[src/rtl/toggle_event_gen_pkg.sv]
// ----------------------------------------------------------------------------
// toggle_event_gen_pkg
// Shared definitions for the toggle event generator:
//   - DIR_RISE / DIR_FALL : direction offsets inside a bit's cover-point pair
//   - toggle_idx()        : maps (signal bit, direction) to a cover-point index
//   - tog_state_e         : sampler state (WARM = no valid previous sample)
// ----------------------------------------------------------------------------
package toggle_event_gen_pkg;

    localparam int unsigned DIR_RISE = 0;
    localparam int unsigned DIR_FALL = 1;

    typedef enum logic {
        ST_WARM  = 1'b0,
        ST_ARMED = 1'b1
    } tog_state_e;

    // Each monitored bit owns two adjacent cover points: rise, then fall.
    function automatic int unsigned toggle_idx(input int unsigned bit_i,
                                               input int unsigned dir_i);
        return 2 * bit_i + dir_i;
    endfunction

endpackage

[src/rtl/toggle_event_gen_if.sv]
// ----------------------------------------------------------------------------
// toggle_event_gen_if
// Bundles the sampling controls and the coverage outputs of toggle_event_gen.
//   en       : sampling enable            (master -> slave)
//   clear    : one-cycle mask clear       (master -> slave)
//   sig      : monitored signal, WIDTH    (master -> slave)
//   valid    : rise/fall event pulses     (slave -> master)
//   hit_mask : sticky points-hit bitmap   (slave -> master)
//   hit_cnt  : popcount of hit_mask       (slave -> master)
//   all_hit  : every point has been hit   (slave -> master)
// ----------------------------------------------------------------------------
interface toggle_event_gen_if #(
    parameter int WIDTH = 1
);
    import toggle_event_gen_pkg::*;

    localparam int CNT_W = $clog2(2 * WIDTH + 1);

    logic                 en;
    logic                 clear;
    logic [WIDTH-1:0]     sig;
    logic [2*WIDTH-1:0]   valid;
    logic [2*WIDTH-1:0]   hit_mask;
    logic [CNT_W-1:0]     hit_cnt;
    logic                 all_hit;

    modport master (
        output en, clear, sig,
        input  valid, hit_mask, hit_cnt, all_hit
    );

    modport slave (
        input  en, clear, sig,
        output valid, hit_mask, hit_cnt, all_hit
    );

endinterface

[src/rtl/toggle_event_gen_popcount.sv]
// ----------------------------------------------------------------------------
// toggle_event_gen_popcount
// Combinational population count.
//   in_i  : N-bit vector
//   cnt_o : number of ones in in_i, $clog2(N+1) bits (holds N exactly)
// ----------------------------------------------------------------------------
module toggle_event_gen_popcount #(
    parameter int N = 2
) (
    input  logic [N-1:0]             in_i,
    output logic [$clog2(N+1)-1:0]   cnt_o
);
    localparam int OUT_W = $clog2(N + 1);

    always_comb begin
        cnt_o = '0;
        for (int i = 0; i < N; i++) begin
            cnt_o = cnt_o + OUT_W'(in_i[i]);
        end
    end

endmodule

[src/rtl/toggle_event_gen.sv]
// ----------------------------------------------------------------------------
// toggle_event_gen
// Samples a WIDTH-bit signal and emits registered one-cycle rise/fall pulses
// for 2*WIDTH toggle cover points, plus a sticky hit mask, its popcount and an
// all-hit flag. With ONCE=1 each point fires at most once until cleared.
//   clock : single clock, posedge
//   reset : synchronous, active-high
//   bus   : toggle_event_gen_if.slave (en, clear, sig in; valid, hit_mask,
//           hit_cnt, all_hit out)
// ----------------------------------------------------------------------------
module toggle_event_gen
    import toggle_event_gen_pkg::*;
#(
    parameter int WIDTH = 1,
    parameter bit ONCE  = 1'b0
) (
    input  logic               clock,
    input  logic               reset,
    toggle_event_gen_if.slave  bus
);
    localparam int PTS   = 2 * WIDTH;
    localparam int CNT_W = $clog2(PTS + 1);

    tog_state_e          state_q, state_d;
    logic [WIDTH-1:0]    prev_q,  prev_d;
    logic [PTS-1:0]      valid_q, valid_d;
    logic [PTS-1:0]      mask_q,  mask_d;
    logic [CNT_W-1:0]    cnt_q,   cnt_d;
    logic                all_q,   all_d;

    logic                sample_ok;
    logic [PTS-1:0]      raw;

    // Edges are only meaningful once a previous sample exists and en is high.
    assign sample_ok = (state_q == ST_ARMED) && bus.en;

    for (genvar i = 0; i < WIDTH; i++) begin : g_edge
        assign raw[toggle_idx(i, DIR_RISE)] = sample_ok &  bus.sig[i] & ~prev_q[i];
        assign raw[toggle_idx(i, DIR_FALL)] = sample_ok & ~bus.sig[i] &  prev_q[i];
    end

    always_comb begin
        state_d = bus.en ? ST_ARMED : ST_WARM;
        prev_d  = bus.en ? bus.sig : prev_q;
        // ONCE filtering uses the mask as it stood before this cycle's hits,
        // even when clear is asserted in the same cycle.
        valid_d = ONCE ? (raw & ~mask_q) : raw;
        // Clear wins over the old mask but keeps hits landing in this cycle.
        mask_d  = bus.clear ? raw : (mask_q | raw);
        all_d   = &mask_d;
    end

    // Count from the next-state mask so hit_cnt tracks hit_mask cycle for cycle.
    toggle_event_gen_popcount #(
        .N (PTS)
    ) u_popcount (
        .in_i  (mask_d),
        .cnt_o (cnt_d)
    );

    always_ff @(posedge clock) begin
        if (reset) begin
            state_q <= ST_WARM;
            prev_q  <= '0;
            valid_q <= '0;
            mask_q  <= '0;
            cnt_q   <= '0;
            all_q   <= 1'b0;
        end else begin
            state_q <= state_d;
            prev_q  <= prev_d;
            valid_q <= valid_d;
            mask_q  <= mask_d;
            cnt_q   <= cnt_d;
            all_q   <= all_d;
        end
    end

    assign bus.valid    = valid_q;
    assign bus.hit_mask = mask_q;
    assign bus.hit_cnt  = cnt_q;
    assign bus.all_hit  = all_q;

endmodule

[src/flat_wrapper.sv]
// flat-port wrapper written by rule: the top's interface ports become plain ports
module toggle_event_gen_flat import toggle_event_gen_pkg::*;
#(
    parameter int WIDTH = 1,
    parameter bit ONCE  = 1'b0
)
  (clock, reset, bus_en, bus_clear, bus_sig, bus_valid, bus_hit_mask, bus_hit_cnt, bus_all_hit);
  toggle_event_gen_if #(.WIDTH(WIDTH)) bus_i ();
  input  logic clock;
  input  logic reset;
  input wire logic [$bits(bus_i.en)-1:0] bus_en;
  input wire logic [$bits(bus_i.clear)-1:0] bus_clear;
  input wire logic [$bits(bus_i.sig)-1:0] bus_sig;
  output wire logic [$bits(bus_i.valid)-1:0] bus_valid;
  output wire logic [$bits(bus_i.hit_mask)-1:0] bus_hit_mask;
  output wire logic [$bits(bus_i.hit_cnt)-1:0] bus_hit_cnt;
  output wire logic [$bits(bus_i.all_hit)-1:0] bus_all_hit;
  assign bus_i.en = bus_en;
  assign bus_i.clear = bus_clear;
  assign bus_i.sig = bus_sig;
  assign bus_valid = bus_i.valid;
  assign bus_hit_mask = bus_i.hit_mask;
  assign bus_hit_cnt = bus_i.hit_cnt;
  assign bus_all_hit = bus_i.all_hit;
  toggle_event_gen #(.WIDTH(WIDTH), .ONCE(ONCE)) u_core (.clock(clock), .reset(reset), .bus(bus_i));
endmodule
[config.mk]
export PLATFORM = sky130hd
export DESIGN_NAME = toggle_event_gen_flat
export DESIGN_NICKNAME = d
export VERILOG_FILES = /design/src/rtl/toggle_event_gen_pkg.sv /design/src/rtl/toggle_event_gen_if.sv /design/src/rtl/toggle_event_gen_popcount.sv /design/src/rtl/toggle_event_gen.sv /design/src/flat_wrapper.sv
export SDC_FILE = /design/constraint.sdc
export NUM_CORES = 1
export LEC_CHECK = 0
export ABC_AREA = 0
export BUFFER_PORTS_ARGS = -buffer_cell sky130_fd_sc_hd__buf_2
export CAP_MARGIN = 0
export CORE_AREA = 2 2 39 41
export CTS_CLUSTER_DIAMETER = 30
export DETAILED_ROUTE_END_ITERATION = 7
export DIE_AREA = 0 0 41 43
export GPL_ROUTABILITY_DRIVEN = 0
export MAX_ROUTING_LAYER = met4
export PLACE_DENSITY = 0.44
export SLEW_MARGIN = 20
export SYNTH_ARGS = -nofsm -noshare
export SYNTH_HDL_FRONTEND = slang
export SYNTH_HIERARCHICAL = 1
export SYNTH_SLANG_ARGS = --single-unit
[constraint.sdc]
create_clock -name clock -period 1.5 [get_ports clock]
set_input_delay 0.15 -clock clock [delete_from_list [all_inputs] [get_ports clock]]
set_output_delay 0.15 -clock clock [all_outputs]
set_load 0.01 [all_outputs]
==> results of run 1 <==
-- worst max-delay path, cell delays in order (launching register included) --
cell and delay (ns):
dfxtp_1 0.38, nand4b_2 0.18, nand2_1 0.07, ha_1 0.27, nor2b_1 0.12
-- registers in the layout, summed over array words and instances, names as in the netlist --
name                 cells
u_core/bus.hit_mask      2
u_core/bus.all_hit       1
u_core/bus.valid         2
u_core/prev_q            1
u_core/bus.hit_cnt       2
u_core/state_q           1
-- cell families (layout without fill, tap and decap cells) --
family	after synthesis	in the layout	share of synthesized area
flops	9	9	0.565
fa+ha+maj	1	1	0.0392
compound gates	3	3	0.0784
simple gates	13	13	0.274
mux	1	1	0.0314
buf+inv	1	15	0.0118
-- final cells by class --
type / count / area [µm²]
multi-input combinational: 18 / 135
tap: 16 / 20.0
timing repair buffer: 11 / 55.1
sequential: 9 / 180
fill: 141 / 967
clock buffer: 4 / 26.3
-- layer usage --
layer	vias to the layer above	share of wire	wire length [µm]
met5	-	0	0
met4	0	0	0
met3	0	0.10	57
met2	9	0.45	247
met1	116	0.44	238
li1	126	-	-
-- synthesized netlist by cell type --
| cell | instances |
|---|---|
| nand2_1 | 3 |
| nand2b_1 | 2 |
| dfxtp_1 | 9 |
| clkbuf_1 | 1 |
| a221oi_2 | 1 |
| mux2i_1 | 1 |
| a21oi_1 | 2 |
| nor4b_1 | 2 |
| ha_1 | 1 |
| nand4b_1 | 1 |
| nor2_1 | 1 |
| nor2b_1 | 3 |
| nand4b_2 | 1 |
-- power breakdown --
part           switching [mW]  total, mW  internal (mW)
logic                  0.0136     0.0260         0.0124
registers             0.00361      0.248          0.244
clock network          0.0785      0.181          0.102
-- metrics by stage --
step / worst slack (ns) / std cells
after CTS: 0.352 / 58
after detailed placement: 0.359 / 54
after global routing: 0.305 / 58
after global placement: 0.390 / 54
final: 0.365 / 58
after floorplan: 0.431 / 28
-- how the worst min path moves through the flow --
| stage | from | to | slack, ns | depth (start not counted) |
|---|---|---|---|---|
| final | bus_sig | u_core/bus.valid[1] | 0.13 | 2 |
| after global routing | bus_sig | u_core/bus.valid[1] | 0.11 | 2 |
| after global placement | bus_sig | u_core/bus.valid[1] | 0.38 | 2 |
| after CTS | bus_sig | u_core/bus.valid[1] | 0.12 | 2 |
| after detailed placement | bus_sig | u_core/bus.valid[1] | 0.39 | 2 |
| after floorplan | bus_sig | u_core/bus.valid[1] | 0.23 | 1 |
==> impl_results.md, run 1 <==
* Status: finished, final reports clean
* Post-layout min period at ~1.1 ns
* Worst-path fanout max at 5
* GRT Util Overall at 0.0693
* Leakage power at 0.203 nW
* Initial antenna violation count at 0
* Pwr dens at approximately 1100 nW/µm²
* Synth area leaders: dfxtp_1 (56%), nor2b_1 (5.9%), nor4b_1 (5.5%)
* Met2 Track Usage GR at 0.0938
* Post-CTS resize count at 0
* Flops & latches, synth at 9
* Layer with the highest usage: met2
* Peak VDD IR at approximately 340 µV
* Antenna viol nets, final at 0
* Vias in the first global route at 203
* Detailed Routing Iterations Pass 1 at 2
* Critical Path Start Type: flop
* Synth top area share at 0.565
* First-pass GRT wire length at 724 µm
* Drt first-iter violations at 2
* Final cycle utilization of the critical path at 0.757
* Die area at between 1500 and 2000 µm²
* Chip width at approximately 41 µm
* Final count of pins violating max slew at 0
* Synth-to-layout area growth at 30.6%
* Worst-path clk slew at 0.06 ns
* WL final at 543 µm
* CP endpoint: u_core/bus.hit_cnt[0]
* Share of layout cells above drive strength 1 at 0.381
* DR WL/cell at roughly 9.4 µm
* Worst R2R Path Depth at 4
* Final Setup Violations at 0
* WP data required at 1.64 ns
* CTS root buffer: clkbuf_4
* Commonest non-fill, non-tap cells in the layout: buf_2 (11), dfxtp_1 (9), clkbuf_4 (3), nand2_1 (3), nor2b_1 (3)
* Register area share after synthesis at 0.565
* Cell count after synthesis at 28
* Max-Cap Viols at 0
* Initial Utilization at 0.231
* Mapped cell area at 319 µm²
* Post-layout power at between 400 and 500 µW
* Design area at 417 µm²
* CTS sink cnt at 9
* Arrival time worst endpoint at 1.28 ns
* Met1 global-route usage at 0.0719
* Via Count at approximately 250
* R2R Path Start: u_core/prev_q
* Max_slew headroom at 0.846
* Endpoints failing hold at 0
* Final TNS setup at 0 ns
* Detailed-route DRC error count at 0
* Via density per instance at 4.33
* Avg Inst Size Synth at 11.4 µm²
* Hold Slack at 0.125 ns
* RSZ-0062 raised after global routing: no
* I/O Buffers at 11
* FF-to-FF setup slack at 0.36 ns
* Core Area at 1380 µm²
* Worst-margin pin slew at around 0.23 ns
* Worst setup path start: u_core/prev_q
* CTS Buf Count at 3
* Cts hold-fix bufs at 0
* Max frequency at 881 MHz
* Crit Path Category: reg -> reg
* Post-Syn Nets at 34
* Clock Skews at 0.00193 ns
* H-tree lvl count at 1
* Hold crit path type: in -> reg
* CTS Buffer Depth at 2
* Grt met3 use at 0.0314
* Most common cell after layout, fill and taps aside: buf_2
* Clock Latency Late Sink at 0.25 ns
* Post-CTS Setup Inserts at 0
* Diodes inserted at 0
* Final core utilization at 0.301
* Worst setup EP type: flop
* Yosys top cell by area: dfxtp_1
* Syn. warnings at 6
* CTS tree: yes
* Chip height at ~43 µm
* Pin count of the biggest net entering global routing at 10
* Dpl cell area at 390 µm²
* Yosys cell types at 13
* Grt ovf at 0
* Standard-cell row count at 14
* Nets@finish at 49
* I/O pin cnt at 12
* Reg2reg end: u_core/bus.hit_cnt[0]
(Power assumes the default switching activity.)
==> inputs of run 2 (changes only) <==
==> constraint.sdc (replaced) <==
create_clock -name clock -period 1.2 [get_ports clock]
set_input_delay 0.12 -clock clock [delete_from_list [all_inputs] [get_ports clock]]
set_output_delay 0.12 -clock clock [all_outputs]
set_load 0.01 [all_outputs]
==> impl_results.md, run 2 (same netlist as run 1, synthesis figures left out) <==
* Hold crit path type: in -> reg
* Drt first-iter violations at 0
* Final Setup Violations at 0
* FF/Latch Area at 180 µm²
* Core Area at 1380 µm²
* Initial Utilization at 0.231
* Leakage power at ~0.20 nW
* First-pass GRT wire length at 779 µm
* Max frequency at 888 MHz
* Final TNS setup at 0 ns
* Standard-cell row count at 14
* GRT Util Overall at 0.0764
* Commonest non-fill, non-tap cells in the layout: buf_2 (11), dfxtp_1 (9), clkbuf_4 (3), nand2_1 (3), nor2b_1 (3)
* Final count of pins violating max slew at 0
* Nets@finish at 49
* Detailed-route DRC error count at 0
* CTS sink cnt at 9
* Final core utilization at 0.301
* Clock Skews at between 0.002 and 0.0025 ns
* Pin count of the biggest net entering global routing at 10
* RSZ-0062 raised after global routing: no
* Status: finished, final reports clean
* Worst Hold Depth at 2
* Post-layout min period at between 1 and 1.5 ns
* Arrival time worst endpoint at about 1.3 ns
* Clock Latency Late Sink at ~0.26 ns
* Worst-path clk slew at 0.06 ns
* Endpoints failing hold at 0
* I/O Buffers at 11
* Via Count at 247
* CTS root buffer: clkbuf_4
* Slowest stage cell, crit path: dfxtp_1
* CTS tree: yes
* CP cell instances: nand4b_2 > nand2_1 > ha_1 > nor2b_1
* Cts hold-fix bufs at 0
* Antenna viol nets, final at 0
* Chip height at 43 µm
* Max-Cap Viols at 0
* Peak VDD IR at 465 µV
* Die area at 1760 µm²
* Worst-margin pin slew at 0.245 ns
* Final cycle utilization of the critical path at 0.939
* Worst-path fanout max at 5
* Crit path depth at 4
* H-tree lvl count at 1
* Synth-to-layout area growth at 30.6%
* Max_slew headroom at 0.834
* Fill cells at 151
* Bufs and invs on worst path at 0
* Post-CTS Setup Inserts at 0
* Area of the multi-input gates at 135 µm²
* Initial antenna violation count at 0
* Critical path's top delay family: flip-flops
* DR WL/cell at approximately 8.8 µm
* Via density per instance at 4.26
* Detailed Routing Iterations Pass 1 at 1
* Diodes inserted at 0
* CTS Buf Count at 3
* Share of layout cells above drive strength 1 at 0.381
* Critical Path Start Type: flop
* Vias in the first global route at roughly 190
* I/O pin cnt at 12
* WP data required at 1.35 ns
* WL final at 511 µm
* Pwr dens at 1370 nW/µm²
* Worst R2R Path Depth at 4
* Worst setup EP type: flop
* Most common cell after layout, fill and taps aside: buf_2
* Post-CTS resize count at 0
* Non-Filler Instances at 58
* Crit Path Category: reg -> reg
* Grt ovf at 0
* CTS Buffer Depth at 2
* Cells after DPL at 54
* Max stage delay on crit path at 0.38 ns
* Chip width at ~41 µm
## run 2: worst paths after layout
kind | from | endpoint | slack, ns
worst max-delay path | u_core/prev_q | u_core/bus.hit_cnt[0] | 0.07
worst min-delay path | bus_sig | u_core/bus.valid[1] | 0.09
worst max register to register | u_core/prev_q | u_core/bus.hit_cnt[0] | 0.07
worst min register to register | u_core/prev_q | u_core/bus.valid[0] | 0.50
## run 2: cell type report
cell class                 instances  share of cell area
sequential                         9               0.432
timing repair buffer              11               0.132
clock buffer                       4              0.0631
multi-input combinational         18               0.324
tap                               16              0.0480
## run 2: layer usage
| metal | global-route usage | routed length, µm | part of all wire |
|---|---|---|---|
| met3 | 0.0785 | 75 | 0.15 |
| met5 | - | 0 | 0 |
| met1 | 0.0747 | 209 | 0.41 |
| met4 | 0.0600 | 4 | 0.0078 |
| met2 | 0.0844 | 221 | 0.43 |
## run 2: where the power goes
group / internal (mW) / switching (mW) / leakage, nW
Sequential: 0.305 / 0.00448 / 0.0731
Combinational: 0.0155 / 0.0170 / 0.115
Clock: 0.128 / 0.0995 / 0.0150
Total: 0.449 / 0.121 / 0.203
## run 2: stage by stage
stage               hold WS, ns  cell area [µm²]  setup WS (ns)  power [mW]
global route             0.0891              417        0.00472       0.600
CTS                      0.0810              417         0.0744       0.583
detailed placement        0.359              390         0.0781       0.349
finish                   0.0932              417         0.0736       0.570
floorplan                 0.197              319          0.131       0.334
global placement          0.354              390         0.0913       0.348
==> inputs of run 3 (changes only) <==
--- a/config.mk
+++ b/config.mk
@@ -14,7 +14,7 @@
 export DIE_AREA = 0 0 41 43
 export GPL_ROUTABILITY_DRIVEN = 0
 export MAX_ROUTING_LAYER = met4
-export PLACE_DENSITY = 0.44
+export PLACE_DENSITY = 0.45
 export SLEW_MARGIN = 20
 export SYNTH_ARGS = -nofsm -noshare
 export SYNTH_HDL_FRONTEND = slang
==> constraint.sdc (replaced) <==
create_clock -name clock -period 0.9 [get_ports clock]
set_input_delay 0.09 -clock clock [delete_from_list [all_inputs] [get_ports clock]]
set_output_delay 0.09 -clock clock [all_outputs]
set_load 0.01 [all_outputs]
==> impl_results.md, run 3 (same netlist as run 1, synthesis figures left out) <==
* Hold crit path type: in -> reg
* Chip height at about 43 µm
* Detailed Routing Iterations Pass 1 at 3
* Pwr dens at 1590 nW/µm²
* H-tree lvl count at 1
* CTS Buf Count at 3
* WL final at 662 µm
* Drt first-iter violations at 3
* CTS root buffer: clkbuf_4
* Chip width at approximately 41 µm
* First-pass GRT wire length at 1.02 mm
* Fill cells at 157
* Uppermost routed layer: met3
* Met2 wire len at 342 µm
* Critical Path Start Type: flop
* Max frequency at 977 MHz
* Worst-path fanout max at 3
* Via density per instance at 4.23
* Pin count of the biggest net entering global routing at 10
* Cts hold-fix bufs at 0
* RSZ-0062 raised after global routing: yes
* CP cell instances: nand4b_4 > nand2_2 > ha_1 > nor2b_1
* Max-Cap Viols at 0
* Final count of pins violating max slew at 0
* Most common cell after layout, fill and taps aside: buf_2
* Final worst slack at -0.123 ns
* Diodes inserted at 0
* Share of layout cells above drive strength 1 at 0.540
* Final cycle utilization of the critical path at 1.14
* Nets@finish at 57
* Post-DP HPWL at 518 µm
* Status: finished, violations left
* I/O pin cnt at 12
* Detailed-route DRC error count at 0
* Initial antenna violation count at 0
* Violated checks: negative setup slack
* Commonest non-fill, non-tap cells in the layout: buf_2 (11), dfxtp_1 (7), buf_4 (7)
* Endpoints failing hold at 0
* Worst-path clk slew at 0.06 ns
* Standard-cell row count at 14
* Crit Path Category: reg -> reg
* Max stage delay on crit path at 0.33 ns
* Clock Skews at 0.00148 ns
* Hold Slack at 0.118 ns
* Clock Latency Late Sink at 0.25 ns
* CTS tree: yes
* Antenna viol nets, final at 0
* Post-layout min period at about 1.0 ns
* Bufs and invs on worst path at 0
* DR WL/cell at 10.0 µm
* Peak VDD IR at 556 µV
* Arrival time worst endpoint at between 1 and 1.5 ns
* Final Setup Violations at 3
* Grt ovf at 0
* Critical path's top delay family: simple AND/OR/NAND/NOR gates
* Initial Utilization at 0.231
* CTS sink cnt at 9
* Via Count at 279
* WP data required at 1.05 ns
* Leakage power at 0.250 nW
* CTS Buffer Depth at 2
* Die area at between 1500 and 2000 µm²
* Max_slew headroom at 0.839
* Core Area at 1380 µm²
* Post-layout power at 785 µW
* GRT Util Overall at 0.0950
* Worst-margin pin slew at 0.239 ns
* I/O Buffers at 11
* Vias in the first global route at 270
* Slowest stage cell, crit path: dfxtp_2
* Worst setup EP type: flop
* Post-Route M1 WL at 266 µm
* Synth-to-layout area growth at 54.9%
* Metal3 WL at 52 µm
==> run 3: cell types whose count changed in the layout (fill, tap and decap cells not counted) <==
cell | previous run | this run
buf_4 | 0 | 7
dfxtp_1 | 9 | 7
dfxtp_2 | 0 | 2
buf_6 | 0 | 1
nand2_1 | 3 | 2
nand2_2 | 0 | 1
nand4b_2 | 1 | 0
nand4b_4 | 0 | 1
==> run 3: routing by layer <==
| layer | track usage | vias to the layer above |
|---|---|---|
| met5 | - | - |
| met1 | 0.0782 | 128 |
| li1 | - | 142 |
| met4 | 0.0600 | 0 |
| met3 | 0.0628 | 0 |
| met2 | 0.147 | 9 |
==> run 3: final cells by class <==
class | count | area (µm²) | area share
sequential | 9 | 183 | 0.370
multi-input combinational | 18 | 146 | 0.296
timing repair buffer | 19 | 119 | 0.241
clock buffer | 4 | 26.3 | 0.0532
tap | 16 | 20.0 | 0.0405
==> run 3: what timing repair did <==
action,4_1_cts,5_1_grt
setup endpoints to repair,3,4
setup buffers,1,1
hold endpoints to repair,0,0
resized for setup,0,2
==> run 3: worst paths after layout <==
kind / from / endpoint / slack (ns) / cells past startpoint
worst min register to register: u_core/prev_q / u_core/bus.valid[0] / 0.54 / 2
worst min-delay path: reset / u_core/bus.all_hit / 0.12 / 2
worst max-delay path: u_core/prev_q / u_core/bus.hit_cnt[0] / -0.12 / 4
worst max register to register: u_core/prev_q / u_core/bus.hit_cnt[0] / -0.12 / 4
==> run 3: metrics by stage <==
stage,area (µm²),instances,setup TNS (ns),util,worst slack (ns)
6_report,494,66,-0.194,0.357,-0.123
3_5_place_dp,447,60,-0.195,0.323,-0.127
3_3_place_gp,447,60,-0.151,0.323,-0.119
2_1_floorplan,330,28,-0.157,-,-0.127
4_1_cts,480,65,-0.218,0.347,-0.130
5_1_grt,494,66,-0.409,0.357,-0.164
==> run 3: power by group <==
group	switching, mW	internal, mW	leakage [nW]
logic	0.0300	0.0372	0.161
clock network	0.133	0.170	0.0150
registers	0.00587	0.408	0.0737
total	0.169	0.616	0.250
